### src/rtl/part4_pkg.sv
// Shared types and widths for the Part4 sweep controller and its accumulator.
package part4_pkg;

    localparam int unsigned INP_W = 6;
    localparam int unsigned OUT_W = 5;
    localparam int unsigned SUM_W = 11;
    localparam int unsigned CNT_W = 7;

    typedef enum logic [1:0] {
        IDLE   = 2'd0,
        SETTLE = 2'd1,
        SAMPLE = 2'd2,
        DONE   = 2'd3
    } state_t;

    typedef struct packed {
        logic [SUM_W-1:0] sum;
        logic [OUT_W-1:0] min;
        logic [OUT_W-1:0] max;
        logic [CNT_W-1:0] count;
    } acc_res_t;

    // min starts at all-ones so the first sample always replaces it
    localparam acc_res_t ACC_RESET = '{
        sum:   SUM_W'(0),
        min:   {OUT_W{1'b1}},
        max:   OUT_W'(0),
        count: CNT_W'(0)
    };

    // Next sweep point, wrapping 63 -> 0
    function automatic logic [INP_W-1:0] next_inp(input logic [INP_W-1:0] inp);
        return INP_W'(inp + INP_W'(1));
    endfunction

endpackage

### src/rtl/part4_sweep_acc.sv
// Sweep result registers: running sum, min, max and sample count.
module part4_sweep_acc
    import part4_pkg::*;
(
    input  logic             clk,
    input  logic             reset,
    input  logic             clr,
    input  logic             en,
    input  logic [OUT_W-1:0] sample,
    output acc_res_t         res
);

    acc_res_t res_next;

    // Clear wins over accumulate; the controller never asserts both together
    always_comb begin
        res_next = res;
        if (clr) begin
            res_next = ACC_RESET;
        end else if (en) begin
            res_next.sum   = res.sum + SUM_W'(sample);
            res_next.count = res.count + CNT_W'(1);
            if (sample < res.min) begin
                res_next.min = sample;
            end
            if (sample > res.max) begin
                res_next.max = sample;
            end
        end
    end

    always_ff @(posedge clk) begin
        if (!reset) begin
            res <= ACC_RESET;
        end else begin
            res <= res_next;
        end
    end

endmodule

### src/rtl/part4_sweep_ctrl.sv
// Steps a Part4 input across [firstVal..lastVal] (wrapping), waits LATENCY
// cycles per point, and accumulates sum/min/max/count of the Part4 output.
module part4_sweep_ctrl
    import part4_pkg::*;
#(
    parameter int unsigned LATENCY = 1
) (
    input  logic             clk,
    input  logic             reset,
    input  logic             start,
    input  logic [INP_W-1:0] firstVal,
    input  logic [INP_W-1:0] lastVal,
    input  logic             abort,
    input  logic             doneAck,
    output logic [INP_W-1:0] dutInp,
    input  logic [OUT_W-1:0] dutOut,
    output logic             busy,
    output logic             done,
    output logic [SUM_W-1:0] sumOut,
    output logic [OUT_W-1:0] minOut,
    output logic [OUT_W-1:0] maxOut,
    output logic [CNT_W-1:0] countOut
);

    localparam int unsigned SET_W       = 2;
    localparam logic [SET_W-1:0] SETTLE_LAST = SET_W'(LATENCY - 1);

    state_t           state;
    state_t           state_next;
    logic [INP_W-1:0] last_q;
    logic [INP_W-1:0] last_next;
    logic [INP_W-1:0] inp_next;
    logic [SET_W-1:0] settle_cnt;
    logic [SET_W-1:0] settle_next;
    logic             busy_next;
    logic             done_next;
    logic             acc_clr;
    logic             acc_en;
    acc_res_t         res;

    // Next-state, datapath steering and registered-output decode
    always_comb begin
        state_next  = state;
        last_next   = last_q;
        inp_next    = dutInp;
        settle_next = settle_cnt;
        acc_clr     = 1'b0;
        acc_en      = 1'b0;

        unique case (state)
            IDLE: begin
                if (start) begin
                    last_next   = lastVal;
                    inp_next    = firstVal;
                    settle_next = SET_W'(0);
                    acc_clr     = 1'b1;
                    state_next  = SETTLE;
                end
            end
            SETTLE: begin
                if (abort) begin
                    acc_clr    = 1'b1;
                    state_next = IDLE;
                end else if (settle_cnt == SETTLE_LAST) begin
                    state_next = SAMPLE;
                end else begin
                    settle_next = settle_cnt + SET_W'(1);
                end
            end
            SAMPLE: begin
                // Abort beats completion: nothing from this point is kept
                if (abort) begin
                    acc_clr    = 1'b1;
                    state_next = IDLE;
                end else begin
                    acc_en = 1'b1;
                    if (dutInp == last_q) begin
                        state_next = DONE;
                    end else begin
                        inp_next    = next_inp(dutInp);
                        settle_next = SET_W'(0);
                        state_next  = SETTLE;
                    end
                end
            end
            DONE: begin
                if (doneAck) begin
                    state_next = IDLE;
                end
            end
            default: begin
                state_next = IDLE;
            end
        endcase

        busy_next = (state_next == SETTLE) || (state_next == SAMPLE);
        done_next = (state_next == DONE);
    end

    always_ff @(posedge clk) begin
        if (!reset) begin
            state      <= IDLE;
            last_q     <= INP_W'(0);
            dutInp     <= INP_W'(0);
            settle_cnt <= SET_W'(0);
            busy       <= 1'b0;
            done       <= 1'b0;
        end else begin
            state      <= state_next;
            last_q     <= last_next;
            dutInp     <= inp_next;
            settle_cnt <= settle_next;
            busy       <= busy_next;
            done       <= done_next;
        end
    end

    part4_sweep_acc u_acc (
        .clk    (clk),
        .reset  (reset),
        .clr    (acc_clr),
        .en     (acc_en),
        .sample (dutOut),
        .res    (res)
    );

    assign sumOut   = res.sum;
    assign minOut   = res.min;
    assign maxOut   = res.max;
    assign countOut = res.count;

endmodule

### config.mk
export PLATFORM = sky130hd
export DESIGN_NAME = part4_sweep_ctrl
export DESIGN_NICKNAME = d
export VERILOG_FILES = /design/src/rtl/part4_pkg.sv /design/src/rtl/part4_sweep_acc.sv /design/src/rtl/part4_sweep_ctrl.sv
export SDC_FILE = /design/constraint.sdc
export NUM_CORES = 1
export LEC_CHECK = 0
export CORE_AREA = 5 5 88 90
export CTS_CLUSTER_SIZE = 28
export DETAILED_ROUTE_END_ITERATION = 7
export DIE_AREA = 0 0 93 95
export PLACE_DENSITY = 0.59
export SYNTH_ARGS = -nofsm -noshare
export SYNTH_HDL_FRONTEND = slang
export SYNTH_HIERARCHICAL = 1
export SYNTH_SLANG_ARGS = --single-unit
### constraint.sdc
create_clock -name clk -period 3.51 [get_ports clk]
set_input_delay 0.351 -clock clk [delete_from_list [all_inputs] [get_ports clk]]
set_output_delay 0.351 -clock clk [all_outputs]
set_load 0.01 [all_outputs]
## Word level (Yosys, flattened, before mapping)

Cells that the tools add are included.

| storage, ports and cells | value |
|---|---|
| register bits after elaboration | 46 |
| output and inout port bits | 36 |
| logic and storage cells | 63 |

| cells by class | value |
|---|---|
| add/sub/neg operators | 4 |
| magnitude comparators | 2 |
| eq/ne operators | 12 |
| multiplexer cells | 22 |
| bitwise gates (word level) | 1 |
| reductions and logical operators | 12 |

Operator list:

| cell | number |
|---|---|
| 2-bit two-way mux | 11 |
| 6-bit two-way mux | 3 |
| 6-bit one-hot mux with 2 select lines | 1 |
| 11-bit by 5-bit adder with 11-bit output | 1 |
| 2-bit != test, second input constant | 5 |
| 2-bit equality test, second input constant | 4 |
| 2-bit one-hot mux with 4 select lines | 1 |
| 7-bit by 1-bit adder with 7-bit output, second input constant | 1 |
| 6-bit by 1-bit adder with 6-bit output, second input constant | 1 |
| 6-bit equality test | 1 |
| 2-bit one-hot mux with 3 select lines | 1 |
| 2-bit AND reduction | 3 |
| 6-bit AND reduction | 1 |
| 5-bit > comparator | 1 |
| 5-bit less-than comparator | 1 |
| 2-bit by 1-bit equality test with 1-bit output, second input constant | 2 |
| 2-bit logical NOT | 2 |
| 1-bit two-way mux | 4 |
| 4-bit AND reduction | 1 |
| 2-bit OR reduction | 2 |
| 3-bit nonzero test | 1 |
| 2-bit by 1-bit adder with 2-bit output, second input constant | 1 |
| 1-bit one-hot mux with 2 select lines | 1 |
| 2-bit nonzero test | 1 |
| 2 further kinds | 2 |

## Logic depth before layout (Yosys ltp)

Gate-level depths: netlist of the first run.

| logic depth | value |
|---|---|
| depth in word-level cells | 6 |
| mapped depth | 10 |
| mapped depth without buffers | 8 |

## By module

Netlist of the first run, hierarchy kept.

By module, submodules not included:

| module | times used | cells an instance | area each (µm²) |
|---|---|---|---|
| part4_sweep_acc | 1 | 168 | 1,510.2 |
| part4_sweep_ctrl | 1 | 135 | 1,076.0 |

## Worst setup path after synthesis of the first run

Ideal clock, no wire load.

| timing | value |
|---|---|
| path type | register -> register |
| start point | register state[0] |
| end point | register u_acc/res[12] (netlist name) |
| arrival | 1.704 ns |
| data required time | 3.368 ns |
| slack | 1.665 ns |
| stages on the path, launching flop included | 9 |
| path buffers | 2 |
| period minus slack after synthesis | 1.845 ns |
| cell sequence | dfxtp_1 > inv_1 > ha_1 > buf_1 > nand2_1 > a21oi_1 > nor2b_1 > clkbuf_1 > o211ai_1 |

| between the ends | value |
|---|---|
| word-level cells in the longest chain between the ends | 4 |
| elaborated cells between the ends (all ways) | 8 |
| classes of those cells | eq/ne (2); mux (2); reduce/logical (4) |

Ends and longest elaborated chain:

| element | RTL line | text |
|---|---|---|
| start, declared | part4_sweep_ctrl.sv:28 | `state_t state;` |
| start signal, assigned | part4_sweep_ctrl.sv:109 | `state <= state_next;` |
| 2-bit equality test / 2-bit by 1-bit equality test with 1-bit output (equally long branches) | part4_sweep_ctrl.sv:50 | `unique case (state)` |
| 2-bit OR reduction (no line) | -- |  |
| 1-bit one-hot mux with 2 select lines * | part4_sweep_ctrl.sv:50 |  |
| named net acc_clr | part4_sweep_ctrl.sv:37 | `logic acc_clr;` |
| 2-bit OR reduction (no line) * | -- |  |

The timed path passes the listed nets; every way through them passes the cells marked *.
A chain may end at the register's enable or synchronous reset.

## Worst setup path in the final report of the first run

| timing | value |
|---|---|
| start point | register state[0] |
| end point | register busy |

| between the ends | value |
|---|---|
| elaborated cells between the ends (all ways) | 12 |
| classes of those cells | eq/ne (5); mux (5); reduce/logical (2) |

RTL lines:

| element | RTL line | text |
|---|---|---|
| 2-bit equality test (tied with other cells) | part4_sweep_ctrl.sv:50 |  |
| 2-bit one-hot mux with 4 select lines * | part4_sweep_ctrl.sv:50 |  |
| named net state_next[1] | part4_sweep_ctrl.sv:29 | `state_t state_next;` |
| 2-bit by 1-bit equality test with 1-bit output / 2-bit equality test (equally long branches) | part4_sweep_ctrl.sv:96 | `busy_next = (state_next == SETTLE) \|\| (state_next == SAMPLE);` |
| 1-bit logical OR * | part4_sweep_ctrl.sv:96 |  |
| named net busy_next | part4_sweep_ctrl.sv:35 | `logic busy_next;` |
| end signal, assigned | part4_sweep_ctrl.sv:113 | `busy <= busy_next;` |
| end, declared | part4_sweep_ctrl.sv:17 | `output logic busy,` |

Marks and branches as above.

==> results of run 1 <==
==> per-stage QoR <==
step,utilization,hold WS [ns],power (mW)
detailed placement,0.459,0.464,1.53
finish,0.474,0.471,1.87
global placement,0.459,0.456,1.52
global route,0.474,0.503,2.03
floorplan,-,0.444,1.28
CTS,0.474,0.479,1.90
==> cell usage in the layout, fill, tap and decap left out, types with 2 or more instances in the layout <==
master and n:
dfxtp_1 46, and2_1 4, nor2b_1 5, mux2_2 3, xor2_1 6, a21oi_1 13, nand4_1 3, a21boi_0 7
nand3_1 22, nor3_1 2, o21ai_1 2, clkbuf_8 6, mux2i_1 8, xnor2_1 12, o21ai_0 15, o21a_1 3
buf_4 2, o211ai_1 3, a211oi_1 3, clkdlybuf4s50_1 57, o31ai_1 2, nand2_1 32, o22ai_1 5, nor2_1 25
or3_1 3, inv_1 20, nand2b_1 3, ha_1 22
==> cells by family after synthesis <==
logic type,after synthesis,share of synthesized area
adder cells (fa/ha/maj),23,0.114
XOR/XNOR,18,0.0610
buffers and inverters,33,0.0547
AND/OR/NAND/NOR,107,0.203
flip-flops,46,0.356
multiplexers,11,0.0440
AO/OA/AOI/OAI,65,0.167
==> report_power, final <==
part	total, mW	switching, mW	internal, mW
Clock	0.355	0.193	0.162
Combinational	0.811	0.437	0.373
Sequential	0.703	0.0957	0.608
==> worst paths after layout <==
path | start | endpoint | slack (ns) | cells past startpoint
max | state[0] | busy | 1.08 | 9
min reg2reg | settle_cnt[1] | settle_cnt[1] | 0.47 | 2
max reg2reg | state[0] | busy | 1.08 | 9
min | settle_cnt[1] | settle_cnt[1] | 0.47 | 2
==> flip-flops by register name (all words and copies together) (netlist names) <==
register    flops
dutInp          6
busy            1
done            1
u_acc/res      28
last_q          6
settle_cnt      2
state           2
==> cells in the mapped netlist, types with 2 or more instances <==
cell type,number
dfxtp_1,46
nand2_1,32
nor2_1,25
ha_1,22
nand3_1,22
inv_1,20
o21ai_0,15
a21oi_1,13
xnor2_1,12
mux2i_1,8
a21boi_0,7
xor2_1,6
buf_2,5
clkbuf_1,5
nor2b_1,5
o22ai_1,5
and2_1,4
a211oi_1,3
mux2_2,3
nand2b_1,3
nand4_1,3
o211ai_1,3
o21a_1,3
or3_1,3
nor3_1,2
o21ai_1,2
o31ai_1,2
==> worst max-delay path, cell delays in order (launching register included) <==
cell and delay, ns:
dfxtp_1 0.36, inv_1 0.09, ha_1 0.55, nor2b_1 0.27, buf_4 0.29, nand3_1 0.11
nor2_1 0.13, o31a_1 0.17, ha_1 0.22, and2_1 0.15
==> layer usage <==
layer / global-route usage / wire [µm] / vias to the layer above
met5: 0 / 0 / -
met4: 0.0366 / 68 / 0
met3: 0.0295 / 278 / 7
met2: 0.236 / 2730 / 45
met1: 0.172 / 2650 / 1020
li1: - / - / 1151
==> cell type report <==
| cell class | instances | area, µm² |
|---|---|---|
| Clock buffer | 6 | 82.6 |
| Clock inverter | 2 | 16.3 |
| Fill cell | 670 | 3670 |
| Inverter | 20 | 75.1 |
| Multi-Input combinational cell | 224 | 1520 |
| Sequential cell | 46 | 921 |
| Tap cell | 82 | 103 |
| Timing Repair Buffer | 59 | 586 |
==> run summary, run 1 <==
Post-synth top flop: dfxtp_1
vias in the first global route: 2143
share of cells above drive strength 1: 0.0672
I/O pins: 58
post-synthesis cell area: 0.00259 mm²
Die Span Y: 95 µm
clk sink count: 46
buffer count from post-CTS setup fixing: 0
total number of vias: 2223
post-DR vias/cell: 5.06
critical path required time: 3.72 ns
starting density of the core: 0.370
Post-Place Cells: 431
Post-Layout Inst Area: 0.00331 mm²
Place WS: 1.03 ns
htree depth: 2
Final setup viols: 0
Worst Clk Skew: 0.0103 ns
Post-Syn Instances: 303
hpwl dp: 4310 µm
Post-DP Area: 0.00321 mm²
drt first pass iters: 4
final setup TNS: 0 ns
fin. max-slew vios: 0
PD cells: 565 mW/mm²
diode count: 0
Post-synth EDFFs: 0
Period minus WS final: 2.43 ns
Slew headroom: 0.398
GR Overflow Total: 0
Seq cells post-synth: 46
Post-CTS Resized: 0
top cells by area, synth: dfxtp_1 36%, ha_1 11%, nand2_1 4.6%
worst setup margin: 1.08 ns
worst hold path class: reg2reg
Nets: 401
Area growth syn-to-layout: 27.9%
Crit. End Element: register
die area: 0.00884 mm²
Clk Latency, worst-skew pair: 0.30 ns
YS warnings: 6
Finished Layout Cells: 439
Core Footprint: 0.00698 mm²
largest net degree at the start of global routing: 28
synthesized area per cell: 8.54 µm²
fmax: 411 MHz
hold_buf cts: 0
max cap viols: 0
LEAKAGE: 1.25 nW
Port-buffer cells: 57
routed length per instance: 13.1 µm
Worst-path clk slew: 0.09 ns
Syn Nets: 348
CTS Buffer Depth: 2
Least-Margin Pin Slew: 0.901 ns
ys async rst share: 0
Fin. Hold Viols: 0
post-synth cell types: 51
CTS tree: done
period utilisation layout: 0.693
row cnt: 31
antenna violations before repair: 0
kind of critical path: reg2reg
post-route DRC violation count: 0
crit-path max FO: 18
first-pass GRT wire length: 9870 µm
Routed WL: 5730 µm
status: finished clean
Root Buffer: clkbuf_8
RSZ-0062 raised after global routing: no
initial DRC count: 76
critical path arrival: 2.64 ns
Worst VDD drop: 0.382 mV
die extent in x: 93 µm
Synth area leader: dfxtp_1
startpoint types: register
total CTS buffers: 5
top cell type's share of synthesized area: 0.356
post-synthesis sequential area ratio: 0.356
Post-DRT Antenna Nets: 0
RePlAce Congestion: 0.765
GRT Overall Usage: 0.136
Note: power is estimated with default switching activity, not from simulation.
==> inputs of run 2 (changes only) <==
clock period = 2.25 ns   (was 3.51 ns; I/O delays follow)
==> run 2 against run 1 <==
  * Count of clock-buffer cells in the layout down 1
  * Die area unchanged
  * Combinational power is 71% higher
  * Via count increased by 2.3%
  * Maximum frequency rose by 23%
  * Core utilization increased by 1.2 points
  * Cell area is 2.5% higher
  * Worst hold slack improved by 0.0068 ns
  * Clock skew up 0.0029 ns
  * First-iteration DRC count is 37% lower
  * Non-clock buffer count is 10 higher
  * Global-route usage up 0.93 points
  * Critical path type unchanged
  * Critical endpoint is now u_acc/res[26]
  * Highest routed layer unchanged
==> run summary, run 2 (synthesis results as in run 1) <==
status: finished clean
register area: 921 µm² (unchanged)
fin. max-slew vios: 0 (unchanged)
critical path required time: 2.44 ns (-1.28 ns)
Regs by FF count: u_acc/res: 28 flops, dutInp: 6 flops, last_q: 6 flops
share of cells above drive strength 1: 0.0954 (+0.0281)
buffer count from post-CTS setup fixing: 0 (unchanged)
startpoint types: register
row cnt: 31 (unchanged)
post-DR vias/cell: 5.06 (about the same)
drt first pass iters: 4 (unchanged)
LEAKAGE: 1.30 nW (+4.1%)
Area growth syn-to-layout: 31.0%
commonest non-fill, non-tap cell in the layout: clkdlybuf4s50_1
antenna violations before repair: 0 (unchanged)
largest net degree at the start of global routing: 27 (-3.6%)
Clk Latency, worst-skew pair: 0.30 ns (about the same)
most frequent cells in the layout: 57 x clkdlybuf4s50_1, 46 x dfxtp_1, 32 x nand2_1
Crit. End Element: register
Hold Slack: 0.478 ns (+0.00682 ns)
max cap viols: 0 (unchanged)
period utilisation layout: 0.879 (+0.186)
Worst VDD drop: 0.567 mV (+48%)
Reg with most FFs: u_acc/res
final setup TNS: 0 ns (unchanged)
Routed WL: 6000 µm (+4.8%)
diode count: 0 (unchanged)
Fin. Hold Viols: 0 (unchanged)
hold_buf cts: 0 (unchanged)
clk sink count: 46 (unchanged)
Port-buffer cells: 57 (unchanged)
Post-DRT Antenna Nets: 0 (unchanged)
Core Footprint: 0.00698 mm² (unchanged)
routed length per instance: 13.4 µm (+2.4%)
Nets: 411 (+2.5%)
Slew headroom: 0.633 (+0.234)
initial DRC count: 48 (-37%)
RSZ-0062 raised after global routing: no
Root Buffer: clkbuf_8
die extent in x: 93 µm (unchanged)
multi-input logic area: 0.00153 mm² (+0.16%)
Die Span Y: 95 µm (unchanged)
die area: 0.00884 mm² (unchanged)
htree depth: 2 (unchanged)
Worst Clk Skew: 0.0133 ns (+0.00293 ns)
Least-Margin Pin Slew: 0.548 ns (-0.352 ns)
Largest register FFs: 28 (unchanged)
critical path arrival: 2.17 ns (-0.47 ns)
PD cells: 889 mW/mm² (+57%)
Fill cells: 691 (+3.1%)
CTS Buffer Depth: 2 (unchanged)
RePlAce Congestion: 0.799 (+4.5%)
worst setup margin: 0.271 ns (-0.805 ns)
post-route DRC violation count: 0 (unchanged)
first-pass GRT wire length: 10600 µm (+7.0%)
hpwl dp: 4560 µm (+5.9%)
Period minus WS final: 1.98 ns (-0.455 ns)
crit-path max FO: 13 (-5)
CTS tree: done
kind of critical path: reg2reg
GR Overflow Total: 0 (unchanged)
worst hold path class: reg2reg
Final setup viols: 0 (unchanged)
Tot Pwr: 3.01 mW (+61%)
total CTS buffers: 5 (unchanged)
vias in the first global route: 2320 (+8.3%)
I/O pins: 58 (unchanged)
fmax: 505 MHz (+23%)
Worst-path clk slew: 0.09 ns (about the same)
GRT Overall Usage: 0.146 (+0.00926)
starting density of the core: 0.370 (unchanged)
total number of vias: 2274 (+2.3%)
Place WS: 0.0769 ns (-0.956 ns)
[run 2: changes by cell type in the layout (fill, tap and decap cells not counted), sizes merged]
cell    delta
clkbuf     -1
clkinv     +2
inv        -1
buf       +10
[run 2: worst paths after layout]
check | from | to | slack (ns) | depth (start not counted)
worst max-delay path | state[0] | u_acc/res[26] | 0.27 | 9
worst min register to register | settle_cnt[1] | settle_cnt[1] | 0.48 | 2
worst max register to register | state[0] | u_acc/res[26] | 0.27 | 9
worst min-delay path | settle_cnt[1] | settle_cnt[1] | 0.48 | 2
[run 2: final cells by class]
class	count	area share
multi-input combinational	224	0.451
timing repair buffer	69	0.199
sequential	46	0.272
clock buffer	5	0.0203
clock inverter	3	0.00628
tap	82	0.0303
inverter	20	0.0222
[run 2: metrics by stage]
step,cell area [µm²],utilization,cells
final,3390,0.485,449
after detailed placement,3300,0.472,441
after global placement,3300,0.472,441
after global routing,3390,0.485,449
after CTS,3390,0.485,449
after floorplan,2590,-,303
[run 2: per-layer routing]
| metal | wire length, µm | GRT usage | vias to the layer above | share of wire |
|---|---|---|---|---|
| li1 | - | - | 1173 | - |
| met5 | 0 | 0 | - | 0 |
| met4 | 43 | 0.0305 | 0 | 0.0072 |
| met1 | 2950 | 0.183 | 1045 | 0.49 |
| met3 | 283 | 0.0390 | 4 | 0.047 |
| met2 | 2730 | 0.251 | 52 | 0.45 |
[run 2: worst max-delay path, stage by stage, from the launching register on]
cell and delay [ns]:
dfxtp_1 0.37, inv_1 0.10, ha_1 0.16, nor2b_1 0.26, buf_4 0.26, and4_1 0.27
nand2_1 0.07, nor3_1 0.18, xnor2_1 0.15, nor2_1 0.05
[run 2: power by group]
group	switching [mW]	internal, mW	total, mW
registers	0.153	0.948	1.10
logic	0.723	0.667	1.39
clock network	0.302	0.219	0.521
[run 2: timing repair]
item	4_1_cts	5_1_grt
setup endpoints to repair	0	1
resized for setup	0	1
hold endpoints to repair	0	0
